<file path="config.mk">
export PLATFORM = sky130hd
export DESIGN_NAME = sequence_phase_monitor_flat
export DESIGN_NICKNAME = d
export VERILOG_FILES = /design/src/rtl/seq_mon_pkg.sv /design/src/rtl/sequence_phase_monitor_if.sv /design/src/rtl/sequence_phase_monitor_onehot_enc.sv /design/src/rtl/sequence_phase_monitor.sv /design/src/flat_wrapper.sv
export SDC_FILE = /design/constraint.sdc
export NUM_CORES = 1
export LEC_CHECK = 0
export CAP_MARGIN = 5
export CORE_MARGIN = 2
export CORE_UTILIZATION = 50
export DETAILED_ROUTE_END_ITERATION = 6
export GPL_TIMING_DRIVEN = 0
export PLACE_DENSITY_LB_ADDON = 0.15
export SLEW_MARGIN = 25
export SYNTH_ARGS = -nofsm -noshare
export SYNTH_HDL_FRONTEND = slang
export SYNTH_HIERARCHICAL = 1
export SYNTH_SLANG_ARGS = --single-unit
</file>
<file path="constraint.sdc">
create_clock -name clk -period 2.8 [get_ports clk]
set_input_delay 0.56 -clock clk [delete_from_list [all_inputs] [get_ports clk]]
set_output_delay 0.56 -clock clk [all_outputs]
set_load 0.005 [all_outputs]
</file>
<file path="src/rtl/seq_mon_pkg.sv">
// Shared types and defaults for the sequence phase monitor.
package seq_mon_pkg;

  localparam int unsigned DefW  = 4;
  localparam int unsigned DefRw = 4;

  typedef enum logic [1:0] {
    StIdle,
    StTrack,
    StDone,
    StErr
  } state_e;

endpackage

</file>
<file path="src/rtl/sequence_phase_monitor_if.sv">
// Bus between a one-hot phase generator (master) and the phase monitor (slave).
interface sequence_phase_monitor_if #(
  parameter int unsigned w  = 4,
  parameter int unsigned rw = 4
);

  logic                 start;
  logic [w-1:0]         secv;
  logic [rw-1:0]        rounds;
  logic [$clog2(w)-1:0] phase;
  logic                 phase_valid;
  logic [rw-1:0]        rounds_done;
  logic                 finish;
  logic                 seq_error;

  modport master (
    output start, secv, rounds,
    input  phase, phase_valid, rounds_done, finish, seq_error
  );

  modport slave (
    input  start, secv, rounds,
    output phase, phase_valid, rounds_done, finish, seq_error
  );

endinterface

</file>
<file path="src/rtl/sequence_phase_monitor_onehot_enc.sv">
// One-hot to binary encoder; onehot_ok_o flags exactly one bit set.
module onehot_enc #(
  parameter int unsigned w = 4
) (
  input  logic [w-1:0]         vec_i,
  output logic [$clog2(w)-1:0] idx_o,
  output logic                 onehot_ok_o
);

  localparam int unsigned PW = $clog2(w);

  always_comb begin
    idx_o = '0;
    for (int unsigned i = 0; i < w; i++) begin
      if (vec_i[i]) idx_o = idx_o | PW'(i);
    end
    // Clearing the lowest set bit leaves zero only for a single-bit vector.
    onehot_ok_o = (vec_i != '0) && ((vec_i & (vec_i - 1'b1)) == '0);
  end

endmodule

</file>
<file path="src/rtl/sequence_phase_monitor.sv">
// Checks a one-hot phase sequence, counts rounds and pulses finish.
// Define SEQ_MON_STRICT_EN to make a repeated (held) phase a protocol error.
module sequence_phase_monitor
  import seq_mon_pkg::*;
#(
  parameter int unsigned w  = DefW,
  parameter int unsigned rw = DefRw
) (
  input logic                    clk,
  input logic                    rst,
  sequence_phase_monitor_if.slave bus
);

  localparam int unsigned PW = $clog2(w);
  localparam logic [PW-1:0] LastPhase = PW'(w - 1);

  state_e        state_q, state_d;
  logic [PW-1:0] phase_q, phase_d;
  logic          phase_valid_q, phase_valid_d;
  logic [rw-1:0] rounds_done_q, rounds_done_d;
  logic [rw-1:0] target_q, target_d;
  logic          finish_q, finish_d;
  logic          seq_error_q, seq_error_d;
  logic          first_q, first_d;

  logic [PW-1:0] idx;
  logic          onehot_ok;
  logic [PW-1:0] next_phase;
  logic          is_advance, legal, wrap, round_end;

  onehot_enc #(.w(w)) u_enc (
    .vec_i       (bus.secv),
    .idx_o       (idx),
    .onehot_ok_o (onehot_ok)
  );

  always_comb begin
    next_phase = (phase_q == LastPhase) ? '0 : phase_q + 1'b1;
    is_advance = first_q ? (idx == '0) : (idx == next_phase);
`ifdef SEQ_MON_STRICT_EN
    legal      = onehot_ok && is_advance;
`else
    legal      = onehot_ok && (is_advance || (!first_q && idx == phase_q));
`endif
    wrap       = !first_q && is_advance && (phase_q == LastPhase);
    round_end  = (idx == LastPhase) && ((rounds_done_q + 1'b1) == target_q);
  end

  always_comb begin
    state_d       = state_q;
    phase_d       = phase_q;
    phase_valid_d = phase_valid_q;
    rounds_done_d = rounds_done_q;
    target_d      = target_q;
    finish_d      = 1'b0;
    seq_error_d   = seq_error_q;
    first_d       = first_q;

    if (bus.start) begin
      // A start in any state re-arms and outranks the same-cycle sample.
      state_d       = StTrack;
      phase_d       = '0;
      phase_valid_d = 1'b0;
      rounds_done_d = '0;
      target_d      = (bus.rounds == '0) ? rw'(1) : bus.rounds;
      seq_error_d   = 1'b0;
      first_d       = 1'b1;
    end else begin
      unique case (state_q)
        StTrack: begin
          if (legal) begin
            phase_d       = idx;
            phase_valid_d = 1'b1;
            first_d       = 1'b0;
            if (wrap) rounds_done_d = rounds_done_q + 1'b1;
            if (round_end) begin
              finish_d      = 1'b1;
              rounds_done_d = rounds_done_q + 1'b1;
              state_d       = StDone;
            end
          end else begin
            seq_error_d   = 1'b1;
            phase_valid_d = 1'b0;
            state_d       = StErr;
          end
        end
        StIdle, StDone, StErr: ;
        default: state_d = StIdle;
      endcase
    end
  end

  always_ff @(posedge clk) begin
    if (rst) begin
      state_q       <= StIdle;
      phase_q       <= '0;
      phase_valid_q <= 1'b0;
      rounds_done_q <= '0;
      target_q      <= rw'(1);
      finish_q      <= 1'b0;
      seq_error_q   <= 1'b0;
      first_q       <= 1'b1;
    end else begin
      state_q       <= state_d;
      phase_q       <= phase_d;
      phase_valid_q <= phase_valid_d;
      rounds_done_q <= rounds_done_d;
      target_q      <= target_d;
      finish_q      <= finish_d;
      seq_error_q   <= seq_error_d;
      first_q       <= first_d;
    end
  end

  assign bus.phase       = phase_q;
  assign bus.phase_valid = phase_valid_q;
  assign bus.rounds_done = rounds_done_q;
  assign bus.finish      = finish_q;
  assign bus.seq_error   = seq_error_q;

endmodule

</file>
<file path="src/flat_wrapper.sv">
// flat-port wrapper written by rule: the top's interface ports become plain ports
module sequence_phase_monitor_flat import seq_mon_pkg::*;
#(
  parameter int unsigned w  = DefW,
  parameter int unsigned rw = DefRw
)
  (clk, rst, bus_start, bus_secv, bus_rounds, bus_phase, bus_phase_valid, bus_rounds_done, bus_finish, bus_seq_error);
  sequence_phase_monitor_if #(.w(w), .rw(rw)) bus_i ();
  input logic clk;
  input logic rst;
  input wire logic [$bits(bus_i.start)-1:0] bus_start;
  input wire logic [$bits(bus_i.secv)-1:0] bus_secv;
  input wire logic [$bits(bus_i.rounds)-1:0] bus_rounds;
  output wire logic [$bits(bus_i.phase)-1:0] bus_phase;
  output wire logic [$bits(bus_i.phase_valid)-1:0] bus_phase_valid;
  output wire logic [$bits(bus_i.rounds_done)-1:0] bus_rounds_done;
  output wire logic [$bits(bus_i.finish)-1:0] bus_finish;
  output wire logic [$bits(bus_i.seq_error)-1:0] bus_seq_error;
  assign bus_i.start = bus_start;
  assign bus_i.secv = bus_secv;
  assign bus_i.rounds = bus_rounds;
  assign bus_phase = bus_i.phase;
  assign bus_phase_valid = bus_i.phase_valid;
  assign bus_rounds_done = bus_i.rounds_done;
  assign bus_finish = bus_i.finish;
  assign bus_seq_error = bus_i.seq_error;
  sequence_phase_monitor #(.w(w), .rw(rw)) u_core (.clk(clk), .rst(rst), .bus(bus_i));
endmodule
</file>
# Word-level counts from Yosys, hierarchy flattened
# Index checks and enable logic that the tools add are counted.
# totals
reg_bits,16
input_bits,11
out_inout_bits,9
elab_cells,58
# classes
addsub,3
n_eq_ne,8
muxes,14
bitwise,3
reduce_logical,21
# ops
operator,count
$mux 4,3
$mux 2,5
$logic_not 4->1,2
$reduce_and 2->1,4
$logic_and 1x1->1,6
$mux 1,6
$add 4x1->4 const B,1
$and 4x4->4,1
$eq 2x2->1,2
$eq 2x2->1 const B,2
$eq 4x4->1,1
$reduce_bool 2->1,2
$reduce_bool 4->1,1
$reduce_or 4->1,1
$sub 4x1->4 const B,1
$ne 3x3->1 const B,1
$reduce_and 3->1,1
$add 2x1->2 const B,1
$eq 2x1->1 const B,1
$logic_not 2->1,1
$ne 2x2->1 const B,1
$not 1->1,2
$reduce_or 2->1,1
$logic_not 1->1,1
$logic_or 1x1->1,1

# Logic depth before layout (Yosys ltp)
# Gate-level depths: netlist of run 1.
# depth
ltp_word,10
depth_mapped,8
ltp_nobuf,7

# Modules after synthesis
# The synthesis of run 1 kept the hierarchy.
# modules_own_cells
module,instances,cells_per_inst,area_per_inst_um2
sequence_phase_monitor,1,108,937.1
onehot_enc,1,6,50.0

# Least setup slack after synthesis of run 1
# No wires, ideal clock.
# synth_timing
path_type,input -> register
startpoint,input bus_secv[1]
endpoint,register u_core.rounds_done_q[0] (netlist: u_core/bus.rounds_done[0])
setup_ns,0.070
arrival_time_ns,2.321
required_time_ns,2.730
slack_ns,0.409
cell_stages,8
path_buffers,1
path_cell_list,or4b_1 o311ai_1 nand3b_1 nor4_1 a211oi_1 buf_6 or3_1 a21oi_1
# synth_between
word_cells_on_any_way,22
classes_between,add/sub (1); eq/ne (3); mux (5); bitwise (1); reduce/logical (12)
# synth_lines
item,line,rtl
start: declaration,flat_wrapper.sv:12,input wire logic [$bits(bus_i.secv)-1:0] bus_secv;
$sub 4x1->4,sequence_phase_monitor_onehot_enc.sv:18,onehot_ok_o = (vec_i != '0) && ((vec_i & (vec_i - 1'b1)) == '0);
$and 4x4->4,sequence_phase_monitor_onehot_enc.sv:18,
$logic_not 4->1,sequence_phase_monitor_onehot_enc.sv:18,
$logic_and 1x1->1 (*),sequence_phase_monitor_onehot_enc.sv:18,
named net u_core.onehot_ok,sequence_phase_monitor.sv:27,logic onehot_ok;
$logic_and 1x1->1 (*),sequence_phase_monitor.sv:43,legal = onehot_ok && (is_advance || (!first_q && idx == phase_q));
$reduce_and 3->1 (no line) (*),-,
end signal: assignment,sequence_phase_monitor.sv:107,rounds_done_q <= rounds_done_d;
end: declaration,sequence_phase_monitor.sv:20,"logic [rw-1:0] rounds_done_q, rounds_done_d;"
# Mark *: on every way through the listed nets, which the timed path passes. The rest lies on a longest branch.
# A chain may end at the register's enable or synchronous reset.

# Worst setup path after layout of run 1
# Ends and elaborated chain as after synthesis.

==> flow_summary.yaml, run 1 <==
run_status:
  run_status: "finished, final reports clean"
route:
  routedWlPerCell_um: 12.4
  remaining_drc_errors: 0
  post_drt_via_cell_ratio: 5.43
  ant_nets: 0
  via_count: 880
  drt-total-wl_mm: 2.00
  first_pass_iters: 4
  drtIter0Drc: 7
critical_path:
  cp-end-kind: "flip-flop"
  r2r-end: "u_core/bus.rounds_done[0]"
  cp_max_fo: 10
  r2r_start: "u_core/bus.phase[1]"
  crit_required_ps: 3010
  worstSetupStartpointType: "primary input"
  reg2regPathDepth: 8
  r2r_slack_ps: 630
  worstPathArrival_ps: 2720
  critical_path_class: "primary input to flip-flop"
synthesis:
  yosys.area.top_type_share_pct: 32.4
  dominantRegCellSynth: "dfxtp_1"
  synth-edff-count: 0
  ys_async_sr_fraction_pct: 0
  synth_nets: 127
  syn_inst: 114
  avgSynthCellArea_um2: 8.66
  ys_warn_count: 6
  seq_area_frac_synth_pct: 32.4
  ys_seq_elements: 16
  ys_types: 39
  synth_top_area_cell: "dfxtp_1"
  synthTopCellsByArea: "dfxtp_1 32%, mux2i_1 7.1%, xnor2_1 5.3%"
  netlist_area_um2: 987
timing:
  fin_crit_ps: 2510
  hold_viol: 0
  tightestPinTransition_ps: 455
  finalClockSkew_ps: 4.65
  rsz0062_at_grt: "false"
  max_freq_mhz: 399
  min_period_over_period_pct: 89.6
  finalMaxSlewViolations: 0
  finalSetupViolCount: 0
  slew_headroom_pct: 69.4
layout:
  post-route-util_pct: 66.8
  final_common_cell: "dfxtp_1"
  area_growth_pct: 28.6
  final_layout_size_suffix_gt1_share_pct: 13.3
  nets: 150
  antennaDiodeCount: 0
  seqCellArea_um2: 320
  mostFrequentLayoutCells: "16 x dfxtp_1, 14 x clkdlybuf4s50_1, 12 x nor2_1"
  fillers: 167
  multi_input_area_um2: 652
floorplan:
  die_y_um: 48.4
  dieArea_mm2: 0.00235
  core_mm2: 0.00190
  io-pin-count: 20
  start_util_pct: 51.9
  std_cell_rows: 16
  die_w_um: 48.4
clocking:
  tritoncts: "built"
  cts_setup_buffers: 0
  cts_max_level: 1
  clk_path_buf_depth: 2
  cts_buffers: 3
  clkTransAtPathRegs_ps: 90
  hold_buffers: 0
  cts.sinks: 16
  clock_latency_ps: 270
  cts_root_buffer: "clkbuf_4"
grt:
  antenna_found_initial: 0
  grt_pass1_wl_mm: 3.59
  grt_pass1_vias: 834
  grt-ovfl-total: 0
  grt.total_usage_pct: 18.8
  grt_max_degree: 11
worst_hold_path:
  worstHoldPathCells: 2
  hp-start: "u_core/bus.seq_error"
  hold_class: "flip-flop to flip-flop"
  hold_end: "u_core/bus.seq_error"
placed_design:
  gp_congestion: 0.857
  portBuffers: 18
  dp_hpwl_mm: 1.56
pwr:
  ir_drop_mv: 0.266
  fin_total_pwr_mw: 0.427
  p_leak_nw: 0.508
  power.density_mw_per_mm2: 337
run:
  maxCapViolations: 0
synthesized netlist by cell type, drive strengths merged, types with 2 or more instances:
cell type / instances
buf: 4
clkbuf: 3
xnor2: 6
inv: 4
or2: 4
nand2b: 4
o21ai: 4
nor2: 12
ha: 2
o31ai: 3
a21oi: 10
mux2i: 7
or4b: 2
nand2: 6
nor3: 4
or4: 2
dfxtp: 16
nor4: 4
flip-flops by register name, summed over array words and instances (netlist names):
name / count
u_core/state_q: 2
u_core/first_q: 1
u_core/bus.phase_valid: 1
u_core/bus.seq_error: 1
u_core/target_q: 4
u_core/bus.phase: 2
u_core/bus.rounds_done: 4
u_core/bus.finish: 1
where the power goes:
part,switching [mW],internal [mW]
logic,0.0370,0.0370
clock network,0.0661,0.0497
registers,0.00434,0.233
logic make-up after synthesis:
| family | synth area share [%] |
|---|---|
| compound gates | 17.1 |
| xor+xnor | 8.74 |
| fa+ha+maj | 2.53 |
| buf+inv | 5.20 |
| flops | 32.4 |
| mux | 8.24 |
| simple gates | 25.7 |
how the worst max path moves through the flow:
stage	from	end	slack, ps	cells after the start
final	bus_secv[1]	u_core/bus.rounds_done[0]	290	9
after global routing	bus_secv[1]	u_core/bus.rounds_done[0]	140	9
after CTS	bus_secv[1]	u_core/bus.rounds_done[0]	6	9
after detailed placement	bus_secv[3]	u_core/bus.rounds_done[0]	-380	9
after global placement	bus_secv[3]	u_core/bus.rounds_done[0]	-320	9
after floorplan	bus_secv[1]	u_core/bus.rounds_done[0]	410	8
layer usage:
| layer | track usage, % | vias to the layer above | wire, um |
|---|---|---|---|
| met5 | 0 | - | 0 |
| li1 | - | 456 | - |
| met2 | 33.6 | 16 | 990 |
| met1 | 23.8 | 408 | 927 |
| met3 | 3.09 | 0 | 84 |
| met4 | 4.29 | 0 | 0 |
cell type report:
cell class	instances	area share [%]
Clock buffer	3	1.77
Buffer	7	2.86
Timing Repair Buffer	18	15.0
Sequential cell	16	25.2
Inverter	4	1.18
Tap cell	27	2.66
Multi-Input combinational cell	87	51.3
metrics by stage:
stage               TNS [ps]  instance area (um^2)  worst slack [ps]  std cells  hold WS [ps]
floorplan                  0                   987               409        114           447
global placement       -1180                  1200              -324        159           455
detailed placement     -1510                  1200              -382        159           460
CTS                        0                  1230              5.57        162           482
global route               0                  1270               144        162           515
finish                     0                  1270               292        162           476
what timing repair did:
| item | CTS | global route |
|---|---|---|
| setup endpoints to repair | 3 | 3 |
| cloned | 0 | 0 |
| resized for setup | 1 | 9 |
| pin swaps | 0 | 2 |
critical path, stage by stage:
cell and delay, ps:
dlymetal6s2s_1 170, or4b_4 560, o311ai_4 130, nand3b_1 230, nor4_2 310, a211oi_2 100
buf_6 170, or3_1 340, a21oi_1 140
Note: power is estimated with default switching activity, not from simulation.
==> inputs of run 2 (changes only) <==
--- a/config.mk
+++ b/config.mk
@@ -11,6 +11,7 @@
 export DETAILED_ROUTE_END_ITERATION = 6
 export GPL_TIMING_DRIVEN = 0
 export PLACE_DENSITY_LB_ADDON = 0.15
+export SKIP_CTS_REPAIR_TIMING = 1
 export SLEW_MARGIN = 25
 export SYNTH_ARGS = -nofsm -noshare
 export SYNTH_HDL_FRONTEND = slang
==> constraint.sdc (replaced) <==
create_clock -name clk -period 2.8 [get_ports clk]
set_input_delay 0.42 -clock clk [delete_from_list [all_inputs] [get_ports clk]]
set_output_delay 0.42 -clock clk [all_outputs]
set_load 0.005 [all_outputs]
==> flow_summary.yaml, run 2 (synthesis gave the netlist of run 1 again) <==
timing:
  finalSetupViolCount: 0
  finalMaxSlewViolations: 0
  tightestPinTransition_ps: 489
  slew_headroom_pct: 67.3
  rsz0062_at_grt: "false"
  max_freq_mhz: 380
  hold_viol: 0
  min_period_over_period_pct: 93.9
  setup_slack_ps: 171
  fin_crit_ps: 2630
  finalClockSkew_ps: 4.43
critical_path:
  cp_max_fo: 10
  cp-end-kind: "flip-flop"
  critPathLaunch: "bus_secv[1]"
  worstPathArrival_ps: 2840
  critical_path_class: "primary input to flip-flop"
  crit_required_ps: 3010
  worstSetupStartpointType: "primary input"
  r2r_start: "u_core/bus.phase[1]"
route:
  routedWlPerCell_um: 12.3
  drtIter0Drc: 10
  first_pass_iters: 4
  post_drt_via_cell_ratio: 5.42
  via_count: 878
  drt-total-wl_mm: 2.00
  remaining_drc_errors: 0
  ant_nets: 0
worst_hold_path:
  hold_class: "flip-flop to flip-flop"
  hp-start: "u_core/bus.seq_error"
layout:
  antennaDiodeCount: 0
  post-route-util_pct: 64.7
  area_growth_pct: 24.7
  final_layout_size_suffix_gt1_share_pct: 10.4
  final_cell_area_mm2: 0.00123
  nets: 150
  finalNonFillerCells: 162
  final_common_cell: "clkdlybuf4s50_1"
  fillers: 174
  mostFrequentLayoutCells: "18 x clkdlybuf4s50_1, 16 x dfxtp_1, 12 x nor2_1"
placed_design:
  dp.cells: 159
  detailed_place.area_mm2: 0.00120
  dp_hpwl_mm: 1.56
  gp_congestion: 0.857
  place_ws_ps: -242
  portBuffers: 18
grt:
  grt_pass1_vias: 835
  antenna_found_initial: 0
  grt.total_usage_pct: 18.7
  grt_max_degree: 11
  grt_pass1_wl_mm: 3.58
  grt-ovfl-total: 0
pwr:
  p_comb_share_pct: 16.8
  internal-power_mw: 0.319
  power.density_mw_per_mm2: 345
  ir_drop_mv: 0.249
  p_leak_nw: 0.461
  power.switching_mw: 0.105
  power.share.switching_pct: 24.9
  p_clk_share_pct: 27.3
  seqPwrFrac_pct: 56.0
clocking:
  cts_root_buffer: "clkbuf_4"
  tritoncts: "built"
  clk_path_buf_depth: 2
  cts_max_level: 1
  cts.sinks: 16
  clkTransAtPathRegs_ps: 90
  cts_buffers: 3
  clock_latency_ps: 270
floorplan:
  start_util_pct: 51.9
  std_cell_rows: 16
  io-pin-count: 20
  die_w_um: 48.4
  core_mm2: 0.00190
  die_y_um: 48.4
  dieArea_mm2: 0.00235
run:
  maxCapViolations: 0
run_status:
  run_status: "finished, final reports clean"
run 2: cell type report:
class,instances,area [um^2],area share [%]
multi-input combinational,87,623,50.6
sequential,16,320,26.0
timing repair buffer,18,180,14.6
buffer,7,36.3,2.95
tap,27,33.8,2.74
clock buffer,3,22.5,1.83
inverter,4,15.0,1.22
run 2: stage by stage:
step | power (mW) | TNS [ps] | hold slack [ps]
floorplan | 0.287 | 0 | 447
global placement | 0.312 | -516 | 455
detailed placement | 0.313 | -717 | 460
CTS | 0.431 | 0 | 482
global route | 0.447 | 0 | 515
finish | 0.424 | 0 | 476
run 2: worst paths after layout:
check	to	slack [ps]	cells after the start
max	u_core/bus.rounds_done[0]	170	9
min	u_core/bus.seq_error	480	2
max reg2reg	u_core/bus.rounds_done[0]	500	8
min reg2reg	u_core/bus.seq_error	480	2
run 2: power groups by stage:
stage	clock (mW)	sequential (mW)	combinational (mW)
final	0.116	0.238	0.0712
after global routing	0.128	0.239	0.0800
after CTS	0.123	0.238	0.0704
after detailed placement	0	0.243	0.0699
after global placement	0	0.243	0.0689
after floorplan	0	0.242	0.0447
run 2: routing by layer:
metal  track usage (%)  share of wire [%]  vias up
met5                 0                  0        -
met4              4.29                  0        0
met3              3.09                4.4        0
met2              33.6                 49       18
met1              23.6                 47      403
li1                  -                  -      457
run 2: worst max-delay path, stage by stage:
cell and delay (ps):
clkdlybuf4s50_1 460, or4b_1 550, o311ai_2 170, nand3b_1 230, nor4_1 220, a211oi_1 130, buf_6 180, or3_1 340
a21oi_1 140
